===== src/rtl/cfg_runtime_pkg.sv =====
// Shared definitions for the runtime configuration controller.
// Holds feature-bit positions, the response and FSM encodings, the packed
// derived-configuration record and the function that computes it from a
// feature vector.
package cfg_runtime_pkg;

  localparam int FeatW = 7;

  localparam int FeatRvf     = 0;
  localparam int FeatRvd     = 1;
  localparam int FeatXf16    = 2;
  localparam int FeatXf16alt = 3;
  localparam int FeatXf8     = 4;
  localparam int FeatXfvec   = 5;
  localparam int FeatSuper   = 6;

  typedef enum logic [1:0] {
    RESP_OK      = 2'd0,
    RESP_ILLEGAL = 2'd1,
    RESP_TIMEOUT = 2'd2
  } resp_err_e;

  typedef enum logic [1:0] {
    ST_IDLE  = 2'd0,
    ST_FLUSH = 2'd1,
    ST_DRAIN = 2'd2,
    ST_APPLY = 2'd3
  } state_e;

  typedef struct packed {
    logic       fp_present;
    logic [6:0] flen;
    logic [3:0] vec;          // {xf8vec, xf16altvec, xf16vec, rvfvec}
    logic [1:0] nr_commit;
    logic [1:0] nr_issue;
    logic [6:0] fetch_width;
  } derived_cfg_t;

  // The non-superscalar commit-port count is a top-level parameter, so it is
  // passed in rather than hard-coded here.
  function automatic derived_cfg_t derive_cfg(input logic [FeatW-1:0] feat,
                                              input logic [1:0] def_nr_commit);
    derived_cfg_t d;
    d = '0;
    d.fp_present = feat[FeatRvf] | feat[FeatRvd] | feat[FeatXf16] |
                   feat[FeatXf16alt] | feat[FeatXf8];
    if (feat[FeatRvd])                          d.flen = 7'd64;
    else if (feat[FeatRvf])                     d.flen = 7'd32;
    else if (feat[FeatXf16] | feat[FeatXf16alt]) d.flen = 7'd16;
    else if (feat[FeatXf8])                     d.flen = 7'd8;
    else                                        d.flen = 7'd1;
    // A vector format needs at least two elements to fit in one FP register.
    d.vec[0] = feat[FeatRvf]     & feat[FeatXfvec] & (d.flen > 7'd32);
    d.vec[1] = feat[FeatXf16]    & feat[FeatXfvec] & (d.flen > 7'd16);
    d.vec[2] = feat[FeatXf16alt] & feat[FeatXfvec] & (d.flen > 7'd16);
    d.vec[3] = feat[FeatXf8]     & feat[FeatXfvec] & (d.flen > 7'd8);
    if (feat[FeatSuper]) begin
      d.nr_commit   = 2'd2;
      d.nr_issue    = 2'd2;
      d.fetch_width = 7'd64;
    end else begin
      d.nr_commit   = def_nr_commit;
      d.nr_issue    = 2'd1;
      d.fetch_width = 7'd32;
    end
    return d;
  endfunction

endpackage


===== src/rtl/cfg_runtime_derive.sv =====
// Combinational derivation of dependent configuration fields.
// Ports:
//   feat : feature vector {superscalar,xfvec,xf8,xf16alt,xf16,rvd,rvf}
//   cfg  : derived configuration record
module cfg_runtime_derive
  import cfg_runtime_pkg::*;
#(
  parameter int DefNrCommitPorts = 2
) (
  input  logic [FeatW-1:0] feat,
  output derived_cfg_t     cfg
);

  assign cfg = derive_cfg(feat, 2'(DefNrCommitPorts));

endmodule


===== src/rtl/cfg_runtime_ctrl.sv =====
// Runtime feature-configuration controller. Accepts reconfiguration requests,
// rejects illegal ones, quiesces the pipeline with a flush/drain handshake and
// then applies the new feature vector and its derived fields in one edge.
// Ports:
//   clk_i, rst_i             : clock, synchronous active-high reset
//   req_valid_i/req_ready_o  : request handshake
//   req_feat_i/iways_i/dways_i : requested features and cache way enables
//   flush_o, drained_i       : pipeline quiesce handshake
//   busy_o                   : reconfiguration in progress
//   resp_valid_o, resp_err_o : completion pulse and status (0 ok,1 illegal,2 timeout)
//   feat_o ... dway_en_o     : active configuration
//
// state | meaning
// IDLE  | waiting for a request; checks legality on acceptance
// FLUSH | one-cycle flush pulse to the pipeline
// DRAIN | waiting for drained_i, bounded by DrainTimeout cycles
// APPLY | load pending configuration into the output registers
module cfg_runtime_ctrl
  import cfg_runtime_pkg::*;
#(
  parameter logic [6:0] CapMask          = 7'h7F,
  parameter logic [6:0] ResetFeat        = 7'h03,
  parameter int         NrIcacheWays     = 4,
  parameter int         NrDcacheWays     = 8,
  parameter int         DefNrCommitPorts = 2,
  parameter int         DrainTimeout     = 1024
) (
  input  logic                    clk_i,
  input  logic                    rst_i,
  input  logic                    req_valid_i,
  output logic                    req_ready_o,
  input  logic [6:0]              req_feat_i,
  input  logic [NrIcacheWays-1:0] req_iways_i,
  input  logic [NrDcacheWays-1:0] req_dways_i,
  output logic                    flush_o,
  input  logic                    drained_i,
  output logic                    busy_o,
  output logic                    resp_valid_o,
  output logic [1:0]              resp_err_o,
  output logic [6:0]              feat_o,
  output logic                    fp_present_o,
  output logic [6:0]              flen_o,
  output logic [3:0]              vec_o,
  output logic [1:0]              nr_commit_o,
  output logic [1:0]              nr_issue_o,
  output logic [6:0]              fetch_width_o,
  output logic [NrIcacheWays-1:0] iway_en_o,
  output logic [NrDcacheWays-1:0] dway_en_o
);

  localparam int         CntW    = $clog2(DrainTimeout);
  localparam logic [6:0] RstFeat = ResetFeat & CapMask;
  localparam logic [CntW-1:0] CntLast = CntW'(DrainTimeout - 1);

  state_e                  state_q, state_d;
  logic [CntW-1:0]         cnt_q;
  logic [6:0]              pend_feat_q;
  logic [NrIcacheWays-1:0] pend_iways_q;
  logic [NrDcacheWays-1:0] pend_dways_q;
  logic [6:0]              feat_q;
  derived_cfg_t            cfg_q, rst_cfg, pend_cfg;
  logic [NrIcacheWays-1:0] iway_q;
  logic [NrDcacheWays-1:0] dway_q;
  logic                    resp_valid_q;
  resp_err_e               resp_err_q;

  logic req_illegal, accept, drain_timeout, apply;

  cfg_runtime_derive #(.DefNrCommitPorts(DefNrCommitPorts)) u_derive_rst (
    .feat (RstFeat),
    .cfg  (rst_cfg)
  );

  cfg_runtime_derive #(.DefNrCommitPorts(DefNrCommitPorts)) u_derive_pend (
    .feat (pend_feat_q),
    .cfg  (pend_cfg)
  );

  assign req_illegal = (|(req_feat_i & ~CapMask))
                     | (req_feat_i[FeatRvd] & ~req_feat_i[FeatRvf])
                     | (req_feat_i[FeatXfvec] & ~(|req_feat_i[FeatXf8:FeatRvf]))
                     | (req_iways_i == '0)
                     | (req_dways_i == '0);

  always_comb begin
    state_d       = state_q;
    accept        = 1'b0;
    drain_timeout = 1'b0;
    apply         = 1'b0;
    case (state_q)
      ST_IDLE: begin
        if (req_valid_i) begin
          accept = 1'b1;
          if (!req_illegal) state_d = ST_FLUSH;
        end
      end
      ST_FLUSH: state_d = ST_DRAIN;
      ST_DRAIN: begin
        // drained_i takes priority over a timeout in the same cycle
        if (drained_i) begin
          state_d = ST_APPLY;
        end else if (cnt_q == CntLast) begin
          state_d       = ST_IDLE;
          drain_timeout = 1'b1;
        end
      end
      ST_APPLY: begin
        state_d = ST_IDLE;
        apply   = 1'b1;
      end
      default: state_d = ST_IDLE;
    endcase
  end

  always_ff @(posedge clk_i) begin
    if (rst_i) state_q <= ST_IDLE;
    else       state_q <= state_d;
  end

  always_ff @(posedge clk_i) begin
    if (rst_i) begin
      cnt_q        <= '0;
      pend_feat_q  <= RstFeat;
      pend_iways_q <= '1;
      pend_dways_q <= '1;
      feat_q       <= RstFeat;
      cfg_q        <= rst_cfg;
      iway_q       <= '1;
      dway_q       <= '1;
      resp_valid_q <= 1'b0;
      resp_err_q   <= RESP_OK;
    end else begin
      resp_valid_q <= 1'b0;
      if (accept) begin
        if (req_illegal) begin
          resp_valid_q <= 1'b1;
          resp_err_q   <= RESP_ILLEGAL;
        end else begin
          pend_feat_q  <= req_feat_i;
          pend_iways_q <= req_iways_i;
          pend_dways_q <= req_dways_i;
        end
      end
      if (state_q == ST_FLUSH)                  cnt_q <= '0;
      else if (state_q == ST_DRAIN && !drained_i) cnt_q <= cnt_q + CntW'(1);
      if (drain_timeout) begin
        resp_valid_q <= 1'b1;
        resp_err_q   <= RESP_TIMEOUT;
      end
      if (apply) begin
        feat_q       <= pend_feat_q;
        cfg_q        <= pend_cfg;
        iway_q       <= pend_iways_q;
        dway_q       <= pend_dways_q;
        resp_valid_q <= 1'b1;
        resp_err_q   <= RESP_OK;
      end
    end
  end

  assign req_ready_o   = (state_q == ST_IDLE);
  assign busy_o        = (state_q != ST_IDLE);
  assign flush_o       = (state_q == ST_FLUSH);
  assign resp_valid_o  = resp_valid_q;
  assign resp_err_o    = resp_err_q;
  assign feat_o        = feat_q;
  assign fp_present_o  = cfg_q.fp_present;
  assign flen_o        = cfg_q.flen;
  assign vec_o         = cfg_q.vec;
  assign nr_commit_o   = cfg_q.nr_commit;
  assign nr_issue_o    = cfg_q.nr_issue;
  assign fetch_width_o = cfg_q.fetch_width;
  assign iway_en_o     = iway_q;
  assign dway_en_o     = dway_q;

endmodule


===== config.mk =====
export PLATFORM = sky130hd
export DESIGN_NAME = cfg_runtime_ctrl
export DESIGN_NICKNAME = d
export VERILOG_FILES = /design/src/rtl/cfg_runtime_pkg.sv /design/src/rtl/cfg_runtime_derive.sv /design/src/rtl/cfg_runtime_ctrl.sv
export SDC_FILE = /design/constraint.sdc
export NUM_CORES = 1
export LEC_CHECK = 0
export ABC_CLOCK_PERIOD_IN_PS = 2100
export CORE_ASPECT_RATIO = 0.75
export CORE_UTILIZATION = 55
export CTS_BUF_LIST = sky130_fd_sc_hd__clkbuf_8 sky130_fd_sc_hd__clkbuf_16
export DETAILED_ROUTE_END_ITERATION = 12
export DONT_BUFFER_PORTS = 1
export GPL_TIMING_DRIVEN = 0
export PLACE_DENSITY = 0.7
export SYNTH_ARGS = -nofsm -noshare
export SYNTH_HDL_FRONTEND = slang
export SYNTH_HIERARCHICAL = 1
export SYNTH_SLANG_ARGS = --single-unit
export TNS_END_PERCENT = 30

===== constraint.sdc =====
create_clock -name clk_i -period 2.1 [get_ports clk_i]
set_input_delay 0.21 -clock clk_i [delete_from_list [all_inputs] [get_ports clk_i]]
set_output_delay 0.21 -clock clk_i [all_outputs]
set_load 0.03 [all_outputs]

Word level (Yosys, flattened, before mapping):

Index checks and enable logic that the tools add are counted.

* register bits after elaboration: 76
* input port bits: 23
* word-level logic and storage cells: 88

* add/sub/neg operators: 1
* order comparisons: 3
* equality and inequality tests: 7
* multiplexer cells: 23
* bitwise operators: 21
* reduce and logical (&&, ||, !) cells: 16

Operators with widths (number)
* two-way mux 7 bit: 3
* two-way mux 2 bit: 7
* adder 10 x 1 -> 10 bit (second input constant): 1
* bitwise AND 1 bit: 10
* == test 10 bit (second input constant): 1
* two-way mux 1 bit: 10
* two-way mux 9 bit: 1
* zero test 8 bit: 1
* bitwise OR 1 bit: 8
* one-hot mux 2 bit (4 select lines): 1
* greater-than comparator 7 x 4 -> 1 bit (second input constant): 1
* greater-than comparator 7 x 5 -> 1 bit (second input constant): 1
* greater-than comparator 7 x 6 -> 1 bit (second input constant): 1
* AND reduction 2 bit: 3
* nonzero test 2 bit: 3
* OR reduction 5 bit: 1
* == test 2 bit (second input constant): 2
* zero test 4 bit: 1
* two-way mux 4 bit: 1
* inequality test 2 bit (second input constant): 2
* OR reduction 2 bit: 2
* inequality test 3 bit (second input constant): 1
* inverter 1 bit: 3
* AND reduction 3 bit: 1
* other kinds (5): 5

Depth between registers and ports, before layout:

* word-level depth: 10
* depth in mapped cells: 6
* depth with buffers taken out: 5

Modules after synthesis:

The synthesis kept the hierarchy.

Modules (own cells, without submodules)
* cfg_runtime_ctrl: instances 1, cells an instance 304, area each 3178.0 µm², seq. area each 1751.7 µm²
* cfg_runtime_derive: instances 2, cells an instance 29, area each 187.7 µm², seq. area each 0.0 µm²

Least setup slack after synthesis:

Ideal clock, no wire load.

* path type: reg-to-reg
* from: register state_q[1]
* to: register pend_dways_q[7]
* arrival: 1.790 ns
* data required time: 2.028 ns
* path slack: 0.239 ns
* cell stages (with the launch flop): 7
* path buffers: 2
* period minus slack after synthesis: 1.861 ns
* cell sequence: dfxtp_1 -> nor2_1 -> and2_1 -> nor3b_1 -> buf_6 -> buf_8 -> mux2i_1

* word-level cells in the longest chain between the ends: 3

RTL lines
* start: declaration: RTL line cfg_runtime_ctrl.sv:55 `state_e state_q, state_d;`
* start signal: assignment: RTL line cfg_runtime_ctrl.sv:117 `else state_q <= state_d;`
* zero test 2 bit
* via req_ready_o: RTL line cfg_runtime_ctrl.sv:31 `output logic req_ready_o,`
* two-way mux 1 bit: RTL line cfg_runtime_ctrl.sv:90 `case (state_q)`
* AND reduction 2 bit (no line)
* end signal: assignment: RTL line cfg_runtime_ctrl.sv:141 `pend_dways_q <= req_dways_i;`
* end: declaration: RTL line cfg_runtime_ctrl.sv:59 `logic [NrDcacheWays-1:0] pend_dways_q;`

The timed path passes the listed nets, and every way through them passes these cells.
A chain may end at the register's enable or synchronous reset.

Final worst setup path:

* from: register state_q[1]
* to: register pend_feat_q[5]

* word-level cells in the longest chain between the ends: 3

RTL lines
* zero test 2 bit
* via req_ready_o: RTL line cfg_runtime_ctrl.sv:31
* two-way mux 1 bit: RTL line cfg_runtime_ctrl.sv:90
* AND reduction 2 bit (no line)
* end signal: assignment: RTL line cfg_runtime_ctrl.sv:123 `pend_feat_q <= RstFeat;`
* end signal: assignment: RTL line cfg_runtime_ctrl.sv:139 `pend_feat_q <= req_feat_i;`
* end: declaration: RTL line cfg_runtime_ctrl.sv:57 `logic [6:0] pend_feat_q;`

The timed path passes the listed nets, and every way through them passes these cells.

==> results.py <==
metrics = {
    "power": {
        "power-per-cell-area_nw_per_um2": 761.8,
        "p_leak_nw": 1.666,
        "power_mw": 3.040,
        "peakVddDrop_v": 0.0004841,
    },
    "finish": {
        "finish.net_count": 439,
        "antennaDiodeCount": 0,
        "layout-drive-gt1-share_pct": 18.57,
        "area_growth_syn_to_layout_pct": 12.29,
        "post-route-util_pct": 66.44,
    },
    "grt": {
        "gr-total-overflow": 0,
        "grt_usage_pct": 22.26,
        "grt_pass1_vias": 2404,
        "grt_pass1_wl_mm": 11.32,
        "grt_max_degree": 25,
        "antenna_found_initial": 0,
    },
    "setup_path": {
        "cp_num_buf_inv": 2,
        "crit_start": "state_q[1]",
        "critPathRequiredTime_ns": 2.38,
        "crit_path_cell_trace": "nor2_2 -> and2_1 -> nor3b_1 -> buf_6 -> buf_8 -> mux2i_1",
        "crit_end": "pend_feat_q[5]",
        "start_kind": "register",
        "cp-end-kind": "register",
        "crit_type": "reg -> reg",
        "r2r_slack_ns": 0.19,
        "cp_num_cells": 6,
        "cp_max_fo": 10,
        "reg2regPathDepth": 6,
        "cp_top_family": "simple AND/OR/NAND/NOR gates",
        "cp_slowest_stage_delay_ns": 0.38,
        "rr_endpoint": "pend_feat_q[5]",
        "cp_data_arrival_time_ns": 2.19,
        "crit_slowest_cell": "dfxtp_1",
        "crit-reg2reg-launch": "state_q[1]",
    },
    "routing": {
        "drc": 0,
        "vias_per_cell": 4.928,
        "vias": 2454,
        "wl_per_cell_um": 14.03,
        "wirelength_mm": 6.989,
        "ant_nets": 0,
        "drt_iter0_drc": 87,
        "dr.pass1.iters": 4,
    },
    "timing": {
        "max_clock_freq_mhz": 522.2,
        "skew_ns": 0.01160,
        "rsz0062_at_grt": "false",
        "relSlewSlack_pct": 36.86,
        "min_period_ns": 1.915,
        "setup_viol": 0,
        "fin_tns_setup_ns": 0,
        "maxSlewViolCount": 0,
        "hold_violations": 0,
        "finalCritPeriodShare_pct": 91.19,
        "tightest_slew_ns": 0.9460,
    },
    "floorplanning": {
        "fp.dieH_um": 71.61,
        "start_util_pct": 59.17,
        "die-area_um2": 6790,
        "io_pins": 71,
        "core_um2": 6006,
        "die_w_um": 94.82,
        "rows": 24,
    },
    "clocking": {
        "htreeDepth": 3,
        "worstSkewPairLatency_ns": 0.35,
        "post_cts_buffers": 0,
        "cts_made_buffers": 9,
        "clockBufferDepth": 2,
        "clkTransAtPathRegs_ns": 0.08,
        "numClockSinks": 76,
        "cts-root-buf": "clkbuf_8",
        "cts_hold_buf": 0,
        "cts_tree": "done",
        "cts_resized": 1,
    },
    "place": {
        "io_buffers": 0,
        "place_congestion": 0.7650,
        "dp_hpwl_mm": 4.990,
    },
    "logic_synthesis": {
        "synth_flop_cell": "dfxtp_1",
        "synth.distinct_cells": 44,
        "yosysWarningCount": 6,
        "yosys-top-cells-count": "dfxtp_1, nand2_1, nor2_1",
        "async_reset_ff_share_pct": 0,
        "synth_top_area_cell": "dfxtp_1",
        "yosysSeqAreaShare_pct": 49.30,
        "synthTopCellsByArea": "dfxtp_1, edfxtp_1, mux2_2",
        "synth_edf_count": 23,
        "yosysMostFrequentCell": "dfxtp_1",
        "yosysTopAreaCellShare_pct": 29.86,
        "syn_area_um2": 3553,
        "syn_inst": 362,
        "ys_ff_latch": 76,
        "syn-mean-instance-area_um2": 9.816,
    },
    "min_path": {
        "hold_class": "in -> reg",
    },
    "flow_run": {
        "cap_violations": 0,
    },
    "status": {
        "status": "completed",
    },
}
==> worst min path at each step <==
stage             startpoint        endpoint  slack (ns)  depth (start not counted)
6_report       req_feat_i[3]  pend_feat_q[3]        0.02                          2
5_1_grt        req_feat_i[6]  pend_feat_q[6]       0.009                          2
4_1_cts        req_feat_i[3]  pend_feat_q[3]       0.002                          2
3_5_place_dp   req_feat_i[3]  pend_feat_q[3]        0.38                          2
3_3_place_gp   req_feat_i[6]  pend_feat_q[6]        0.37                          2
2_1_floorplan  req_feat_i[3]  pend_feat_q[3]        0.37                          2
==> final cells by class <==
type                       count  area [µm²]
buffer                        42       275.3
clock buffer                  11       151.4
clock inverter                 5       27.53
fill                         514        2016
inverter                       7       26.28
multi-input combinational    279        1660
sequential                    76        1752
tap                           78       97.59
==> layout by cell type, fill, tap and decap left out, types with 2 or more instances in the layout <==
| cell type | instances |
|---|---|
| nand3_1 | 2 |
| nand3b_1 | 14 |
| a21oi_1 | 10 |
| nor4_2 | 3 |
| edfxtp_1 | 23 |
| inv_1 | 8 |
| conb_1 | 48 |
| buf_4 | 26 |
| nand2_1 | 47 |
| mux2_2 | 23 |
| nand2b_1 | 13 |
| mux2i_1 | 19 |
| nor3b_1 | 2 |
| and3_2 | 2 |
| clkinv_2 | 2 |
| clkbuf_1 | 12 |
| o21ai_0 | 3 |
| nor2_1 | 44 |
| and3_1 | 8 |
| xnor2_1 | 4 |
| and2_1 | 4 |
| xor2_1 | 4 |
| and2b_2 | 2 |
| or2_1 | 2 |
| or4_1 | 2 |
| dfxtp_1 | 53 |
| nor4_1 | 5 |
| clkbuf_8 | 11 |
| nand4_1 | 4 |
==> flip-flops by register name (all words and copies together) (netlist names) <==
name,count
cnt_q,10
nr_commit_o,2
nr_issue_o,2
state_q,2
fetch_width_o,7
pend_feat_q,7
feat_o,7
resp_valid_o,1
pend_dways_q,8
vec_o,4
resp_err_o,2
dway_en_o,8
iway_en_o,4
fp_present_o,1
flen_o,7
pend_iways_q,4
==> metal layers <==
metal	vias to the layer above	global-route usage, %	part of all wire [%]
met2	60	35.81	46
met5	-	0	0
li1	1256	-	-
met1	1132	27.01	45
met3	6	10.30	8.3
met4	0	5.892	0.73
==> metrics by stage <==
stage	hold slack [ns]	worst slack, ns	instance area (µm²)	instances
after floorplan	0.3656	0.2388	3711	404
after global placement	0.3700	0.03845	3809	482
after detailed placement	0.3763	0.005545	3809	482
after CTS	0.002199	0.1666	3990	498
after global routing	0.008728	0.03480	3990	498
final	0.01586	0.1850	3990	498
==> cells by family after synthesis <==
kind of cell,Yosys count,share of synthesized area [%]
other,6,0.6338
buffers and inverters,49,8.486
adder cells (fa/ha/maj),1,0.3521
AND/OR/NAND/NOR,162,23.63
flip-flops,76,49.30
AO/OA/AOI/OAI,18,2.993
XOR/XNOR,8,1.972
multiplexers,42,12.64
==> power breakdown <==
group          internal [mW]  total, mW  switching [mW]
Combinational          0.146      0.304           0.158
Clock                  0.486       1.01           0.525
Sequential              1.59       1.72           0.132
Note: power is estimated with default switching activity, not from simulation.
